==> config.mk <==
export PLATFORM = sky130hd
export DESIGN_NAME = parity_chk_gen_multi_flat
export DESIGN_NICKNAME = d
export VERILOG_FILES = /design/src/rtl/parity_chk_gen_multi_if.sv /design/src/rtl/parity_chk_gen_multi.sv /design/src/flat_wrapper.sv
export SDC_FILE = /design/constraint.sdc
export NUM_CORES = 1
export LEC_CHECK = 0
export CAP_MARGIN = 20
export CORE_AREA = 2 2 140 142
export DETAILED_ROUTE_END_ITERATION = 10
export DIE_AREA = 0 0 142 144
export GPL_ROUTABILITY_DRIVEN = 0
export PLACE_DENSITY = 0.65
export RECOVER_POWER = 100
export SLEW_MARGIN = 20
export SYNTH_ARGS = -nofsm -noshare
export SYNTH_HDL_FRONTEND = slang
export SYNTH_HIERARCHICAL = 1
export SYNTH_SLANG_ARGS = --single-unit
==> constraint.sdc <==
create_clock -name ACLK -period 3.5 [get_ports ACLK]
set_input_delay 0.35 -clock ACLK [delete_from_list [all_inputs] [get_ports ACLK]]
set_output_delay 0.35 -clock ACLK [all_outputs]
set_load 0.005 [all_outputs]
==> src/rtl/parity_chk_gen_multi_if.sv <==
// Bus bundle for parity_chk_gen_multi: per-channel beats, parity in/out and error status.
// master drives beats and controls; slave is the parity block.
interface parity_chk_gen_multi_if #(
    parameter int NUM_CH = 4,
    parameter int DATA_W = 64,
    parameter int PAR_W  = 8,
    parameter int CNT_W  = 8
);
    logic [NUM_CH-1:0]        CH_VALID;
    logic [NUM_CH*DATA_W-1:0] CH_DATA;
    logic [NUM_CH*PAR_W-1:0]  CH_PAR_IN;
    logic [NUM_CH*PAR_W-1:0]  CH_PAR_OUT;
    logic [NUM_CH-1:0]        CH_PAR_VLD;
    logic                     ENERR;
    logic [NUM_CH-1:0]        FIERR;
    logic                     ERR_CLR;
    logic [NUM_CH-1:0]        ERR_PULSE;
    logic [NUM_CH-1:0]        ERR_STICKY;
    logic                     ERR_B;
    logic [CNT_W-1:0]         ERR_CNT;
    logic                     FIRST_ERR_VLD;
    logic [3:0]               FIRST_ERR_CH;

    modport master (
        output CH_VALID, CH_DATA, CH_PAR_IN, ENERR, FIERR, ERR_CLR,
        input  CH_PAR_OUT, CH_PAR_VLD, ERR_PULSE, ERR_STICKY, ERR_B, ERR_CNT,
               FIRST_ERR_VLD, FIRST_ERR_CH
    );
    modport slave (
        input  CH_VALID, CH_DATA, CH_PAR_IN, ENERR, FIERR, ERR_CLR,
        output CH_PAR_OUT, CH_PAR_VLD, ERR_PULSE, ERR_STICKY, ERR_B, ERR_CNT,
               FIRST_ERR_VLD, FIRST_ERR_CH
    );
endinterface

==> src/rtl/parity_chk_gen_multi.sv <==
// Multi-channel group parity generator/checker with fault injection and shared error status.
// Each channel is one parity_chk_gen_lane; status aggregation lives in the top.
module parity_chk_gen_lane #(
    parameter int DATA_W = 64,
    parameter int GRP_W  = 8,
    parameter int PAR_W  = DATA_W / GRP_W,
    parameter bit ODD    = 1'b0,
    parameter bit GEN    = 1'b0
) (
    input  logic              ACLK,
    input  logic              RESETN_ACLK,
    input  logic              valid,
    input  logic [DATA_W-1:0] data,
    input  logic [PAR_W-1:0]  par_in,
    input  logic              enerr,
    input  logic              fierr,
    output logic [PAR_W-1:0]  par_out,
    output logic              par_vld,
    output logic              err_pulse
);
    logic             fierr_q, arm, inj;
    logic [PAR_W-1:0] p;

    // An armed injection is consumed by the next beat even when reporting is disabled.
    assign inj = arm & valid;

    always_comb begin
        p = '0;
        for (int g = 0; g < PAR_W; g++)
            p[g] = (^data[g*GRP_W +: GRP_W]) ^ ODD;
        p[0] = p[0] ^ inj;
    end

    always_ff @(posedge ACLK or negedge RESETN_ACLK) begin
        if (!RESETN_ACLK) begin
            fierr_q   <= 1'b0;
            arm       <= 1'b0;
            par_out   <= '0;
            par_vld   <= 1'b0;
            err_pulse <= 1'b0;
        end else begin
            fierr_q <= fierr;
            if (inj)
                arm <= 1'b0;
            else if (fierr && !fierr_q)
                arm <= 1'b1;
            if (GEN && valid)
                par_out <= p;
            par_vld   <= GEN && valid;
            err_pulse <= valid && enerr && (GEN ? inj : (|(p ^ par_in)));
        end
    end
endmodule

module parity_chk_gen_multi #(
    parameter int               NUM_CH = 4,
    parameter int               DATA_W = 64,
    parameter int               GRP_W  = 8,
    parameter bit               ODD    = 1'b0,
    parameter logic [NUM_CH-1:0] CH_GEN = '0,
    parameter int               CNT_W  = 8
) (
    input logic                   ACLK,
    input logic                   RESETN_ACLK,
    parity_chk_gen_multi_if.slave bus
);
    localparam int               PAR_W   = DATA_W / GRP_W;
    localparam logic [CNT_W-1:0] CNT_MAX = '1;

    logic [NUM_CH-1:0][PAR_W-1:0] par_out;
    logic [NUM_CH-1:0]            par_vld, err_pulse, sticky;
    logic [CNT_W-1:0]             cnt;
    logic                         first_vld, any_err;
    logic [3:0]                   first_ch, first_idx;

    for (genvar c = 0; c < NUM_CH; c++) begin : g_lane
        parity_chk_gen_lane #(
            .DATA_W(DATA_W), .GRP_W(GRP_W), .PAR_W(PAR_W), .ODD(ODD), .GEN(CH_GEN[c])
        ) u_lane (
            .ACLK       (ACLK),
            .RESETN_ACLK(RESETN_ACLK),
            .valid      (bus.CH_VALID[c]),
            .data       (bus.CH_DATA[c*DATA_W +: DATA_W]),
            .par_in     (bus.CH_PAR_IN[c*PAR_W +: PAR_W]),
            .enerr      (bus.ENERR),
            .fierr      (bus.FIERR[c]),
            .par_out    (par_out[c]),
            .par_vld    (par_vld[c]),
            .err_pulse  (err_pulse[c])
        );
    end

    assign any_err = |err_pulse;

    always_comb begin
        first_idx = '0;
        for (int c = NUM_CH - 1; c >= 0; c--)
            if (err_pulse[c]) first_idx = 4'(c);
    end

    // A pulse landing in the same cycle as ERR_CLR survives the clear.
    always_ff @(posedge ACLK or negedge RESETN_ACLK) begin
        if (!RESETN_ACLK) begin
            sticky    <= '0;
            cnt       <= '0;
            first_vld <= 1'b0;
            first_ch  <= '0;
        end else begin
            sticky <= (bus.ERR_CLR ? '0 : sticky) | err_pulse;
            if (bus.ERR_CLR)
                cnt <= any_err ? CNT_W'(1) : '0;
            else if (any_err && cnt != CNT_MAX)
                cnt <= cnt + 1'b1;
            if (bus.ERR_CLR) begin
                first_vld <= any_err;
                first_ch  <= any_err ? first_idx : 4'd0;
            end else if (!first_vld && any_err) begin
                first_vld <= 1'b1;
                first_ch  <= first_idx;
            end
        end
    end

    assign bus.CH_PAR_OUT    = par_out;
    assign bus.CH_PAR_VLD    = par_vld;
    assign bus.ERR_PULSE     = err_pulse;
    assign bus.ERR_STICKY    = sticky;
    assign bus.ERR_B         = ~|sticky;
    assign bus.ERR_CNT       = cnt;
    assign bus.FIRST_ERR_VLD = first_vld;
    assign bus.FIRST_ERR_CH  = first_ch;
endmodule

==> src/flat_wrapper.sv <==
// flat-port wrapper written by rule: the top's interface ports become plain ports
module parity_chk_gen_multi_flat 
#(
    parameter int               NUM_CH = 4,
    parameter int               DATA_W = 64,
    parameter int               GRP_W  = 8,
    parameter bit               ODD    = 1'b0,
    parameter logic [NUM_CH-1:0] CH_GEN = '0,
    parameter int               CNT_W  = 8
)
  (ACLK, RESETN_ACLK, bus_CH_VALID, bus_CH_DATA, bus_CH_PAR_IN, bus_ENERR, bus_FIERR, bus_ERR_CLR, bus_CH_PAR_OUT, bus_CH_PAR_VLD, bus_ERR_PULSE, bus_ERR_STICKY, bus_ERR_B, bus_ERR_CNT, bus_FIRST_ERR_VLD, bus_FIRST_ERR_CH);
  parity_chk_gen_multi_if #(.NUM_CH(NUM_CH), .DATA_W(DATA_W), .PAR_W(8), .CNT_W(CNT_W)) bus_i ();
  input logic ACLK;
  input logic RESETN_ACLK;
  input wire logic [$bits(bus_i.CH_VALID)-1:0] bus_CH_VALID;
  input wire logic [$bits(bus_i.CH_DATA)-1:0] bus_CH_DATA;
  input wire logic [$bits(bus_i.CH_PAR_IN)-1:0] bus_CH_PAR_IN;
  input wire logic [$bits(bus_i.ENERR)-1:0] bus_ENERR;
  input wire logic [$bits(bus_i.FIERR)-1:0] bus_FIERR;
  input wire logic [$bits(bus_i.ERR_CLR)-1:0] bus_ERR_CLR;
  output wire logic [$bits(bus_i.CH_PAR_OUT)-1:0] bus_CH_PAR_OUT;
  output wire logic [$bits(bus_i.CH_PAR_VLD)-1:0] bus_CH_PAR_VLD;
  output wire logic [$bits(bus_i.ERR_PULSE)-1:0] bus_ERR_PULSE;
  output wire logic [$bits(bus_i.ERR_STICKY)-1:0] bus_ERR_STICKY;
  output wire logic [$bits(bus_i.ERR_B)-1:0] bus_ERR_B;
  output wire logic [$bits(bus_i.ERR_CNT)-1:0] bus_ERR_CNT;
  output wire logic [$bits(bus_i.FIRST_ERR_VLD)-1:0] bus_FIRST_ERR_VLD;
  output wire logic [$bits(bus_i.FIRST_ERR_CH)-1:0] bus_FIRST_ERR_CH;
  assign bus_i.CH_VALID = bus_CH_VALID;
  assign bus_i.CH_DATA = bus_CH_DATA;
  assign bus_i.CH_PAR_IN = bus_CH_PAR_IN;
  assign bus_i.ENERR = bus_ENERR;
  assign bus_i.FIERR = bus_FIERR;
  assign bus_i.ERR_CLR = bus_ERR_CLR;
  assign bus_CH_PAR_OUT = bus_i.CH_PAR_OUT;
  assign bus_CH_PAR_VLD = bus_i.CH_PAR_VLD;
  assign bus_ERR_PULSE = bus_i.ERR_PULSE;
  assign bus_ERR_STICKY = bus_i.ERR_STICKY;
  assign bus_ERR_B = bus_i.ERR_B;
  assign bus_ERR_CNT = bus_i.ERR_CNT;
  assign bus_FIRST_ERR_VLD = bus_i.FIRST_ERR_VLD;
  assign bus_FIRST_ERR_CH = bus_i.FIRST_ERR_CH;
  parity_chk_gen_multi #(.NUM_CH(NUM_CH), .DATA_W(DATA_W), .GRP_W(GRP_W), .ODD(ODD), .CH_GEN(CH_GEN), .CNT_W(CNT_W)) u_core (.ACLK(ACLK), .RESETN_ACLK(RESETN_ACLK), .bus(bus_i));
endmodule
==> results.toml <==
[run_status]
outcome = "complete, but fails checks"
violations = "capacitance limit, slew limit"

[job]
maxCapViolCount = 1

[clock_tree]
clockBufferDepth = 2
insertion_delay_ns = 0.27
cts_hold_buf = 0
postCtsSetupBuffers = 0
cts-resized-gates = 0
cts_made_buffers = 3
root_buffer = "clkbuf_16"
htreeDepth = 1
cts_sinks = 27
cts.clk_slew.worst_paths_ns = 0.08
cts_tree = "done"

[routing]
via_per_inst = 3.76
drt_iter0_markers = 44
wl_mm = 12.2
drtAntennaViolNets = 0
remaining_drc_errors = 0
vias = 3528
wl_per_cell_um = 13.0
drt_first_pass_iters = 4

[synth]
ys_ff_latch = 27
synth_area_sq_mm = 0.00394
synth-seq-area-share_pct = 17.2
yosysWarnings = 70
avgSynthCellArea_sq_um = 10.2
syn_inst = 385
synth.distinct_cells = 36

[sta]
clock_skew_ns = 0.00544
setup_tns_ns = 0
period_share_pct = 64.7
hold_violations = 0
fmaxAchievable_mhz = 442
finalCriticalPeriod_ns = 2.26
worst_slack_ns = 1.24
setup_viol = 0
whs_ns = 0.472
worst_pin_slew_ns = 1.66
relSlewSlack_pct = -10.7
maxSlewViolCount = 28
rsz0062_at_grt = "no"

[global_route]
antenna_found_initial = 0
grt_pass1_vias = 3500
overflow = 0
grt_pass1_wl_mm = 17.7
grt_use_total_pct = 11.2
grt_max_degree = 28

[cells_and_area]
fillerInstances = 1935
drive_gt1_share_pct = 1.71
area_delta_synth_final_pct = 84.9
antenna_cells = 0
layout.nets = 1003

[worst_setup_path]
path_depth = 6
r2r_cells = 4
cpMostUsedCell = "xnor2_1"
path_class = "in2reg"
cp-end-kind = "flop"
cp-start-kind = "primary input"
cp_slowest_stage_delay_ns = 0.63
crit_arrival_ns = 2.37
critical_path.top_delay_family = "XOR/XNOR gates"
cp_slowest_cell = "nor4_1"
path_cells = "clkdlybuf4s50_1, xnor2_1, xnor3_2, xnor2_1, nor4_1, a41oi_1"
critPathBufInv = 1
cp.required_ns = 3.61
crit_fanout = 1

[min_path]
hold_class = "reg2reg"
hold_path_depth = 1

[floorplan]
fp.dieH_um = 144
dieArea_sq_mm = 0.0204
rows = 51
ios = 358
core_sq_mm = 0.0191
floorplan.initialDensity_pct = 20.6
die_w_um = 142

[placement]
dpl.hpwl_mm = 11.4
preCtsSetupSlack_ns = 1.12
io_buffers = 319

[pwr]
vdd_drop_max_mv = 0.156
power.leakage_nw = 2.85
power.total_mw = 1.75
power.density_mw_per_mm2 = 240
==> worst register-to-register path, stage by stage (launching register included) <==
cell	delay, ns
dfrtp_1	0.47
or4_1	0.73
o21ai_0	0.24
mux2i_1	0.24
nor2_1	0.06
==> per-layer routing <==
layer	routed length, um	GRT usage, %	vias up
met2	6720	21.9	167
met3	986	3.25	2
met5	0	0	-
li1	-	-	1803
met1	4520	12.4	1556
met4	14	0.737	0
==> registers in the layout, indices dropped and copies added (netlist names) <==
register	count
u_core/bus.ERR_CNT	8
u_core/bus.ERR_STICKY	4
u_core/bus.FIRST_ERR_CH	2
u_core/bus.FIRST_ERR_VLD	1
u_core/g_lane.u_lane/arm	4
u_core/g_lane.u_lane/err_pulse	4
u_core/g_lane.u_lane/fierr_q	4
==> layout by cell type (no fill, tap or decap), drive strengths merged, types with 10 or more instances in the layout <==
cell type,netlist,final
clkdlybuf4s50,0,292
xnor2,180,180
conb,5,38
xor2,36,36
dfrtp,27,27
dlygate4sd3,0,26
xnor3,24,24
nand2,11,11
nor2,10,10
==> cells by family (layout without fill, tap and decap cells) <==
family / after synthesis / after routing / synth area share, %
xor gates and xnor gates: 240 / 240 / 61.9
buffers and inverters: 44 / 327 / 8.01
and+or+nand+nor: 40 / 40 / 6.04
DFF: 27 / 27 / 17.2
AOI/OAI and AO/OA: 23 / 23 / 4.83
other: 5 / 38 / 0.477
muxes: 5 / 5 / 1.27
adders and majority gates: 1 / 1 / 0.318
==> power by group <==
part	switching, mW	internal [mW]	total, mW
Clock	0.125	0.156	0.281
Combinational	0.367	0.739	1.11
Sequential	0.0232	0.336	0.360
Total	0.514	1.23	1.75
==> path summary, 6_finish.rpt <==
kind	end	slack (ns)	start
worst max-delay path	u_core/g_lane[2].u_lane/err_pulse	1.24	bus_CH_DATA[138]
worst min-delay path	u_core/g_lane[3].u_lane/arm	0.47	u_core/g_lane[3].u_lane/arm
worst max register to register	u_core/bus.ERR_CNT[1]	1.64	u_core/g_lane[0].u_lane/err_pulse
worst min register to register	u_core/g_lane[3].u_lane/arm	0.47	u_core/g_lane[3].u_lane/arm
max in group asynchronous	u_core/g_lane[0].u_lane/fierr_q	2.05	RESETN_ACLK
min in group asynchronous	u_core/bus.ERR_CNT[6]	0.50	RESETN_ACLK
==> Yosys cell counts <==
cell type / count / area, sq um
o2111ai_1: 2 / 17.5
inv_1: 4 / 15.0
o21ai_2: 1 / 8.76
o21a_1: 2 / 15.0
xnor3_2: 4 / 95.1
nor4_1: 1 / 6.26
a21o_2: 2 / 17.5
and2_1: 2 / 12.5
nor2_1: 10 / 37.5
conb_1: 5 / 18.8
nand4_4: 1 / 21.3
nor4_2: 4 / 50.1
buf_4: 38 / 285
xnor3_1: 20 / 450
a211oi_2: 1 / 12.5
clkbuf_1: 1 / 3.75
a21o_1: 3 / 22.5
dfrtp_1: 27 / 676
a41oi_1: 4 / 35.0
xor2_1: 36 / 315
o211ai_2: 1 / 12.5
ha_1: 1 / 12.5
o211ai_1: 3 / 22.5
nand4_1: 1 / 6.26
o221ai_1: 1 / 8.76
xnor2_1: 180 / 1580
and3_1: 1 / 6.26
nor3_1: 2 / 10.0
buf_6: 1 / 11.3
nand3_1: 2 / 10.0
nand2b_1: 4 / 25.0
o31ai_1: 1 / 7.51
nand2_1: 11 / 41.3
mux2i_1: 5 / 50.1
or4_4: 1 / 11.3
a21oi_1: 2 / 10.0
==> metrics by stage <==
step                      utilization (%)  std cells  area [sq um]
final                                38.2        939          7280
after CTS                            38.4        939          7330
after detailed placement             38.0        935          7250
after global placement               38.0        935          7250
after global routing                 38.2        939          7280
after floorplan                         -        418          4060
==> final cells by class <==
cell class	instances	area, sq um	share of cell area [%]
clock buffers	3	75.1	1.03
inverters	4	15.0	0.206
multi-input cells	347	3020	41.5
clock inverters	1	7.51	0.103
repair buffers	319	3190	43.8
flip-flops and latches	27	676	9.28
well taps	238	298	4.09
Power figures use the tool's default switching activity.
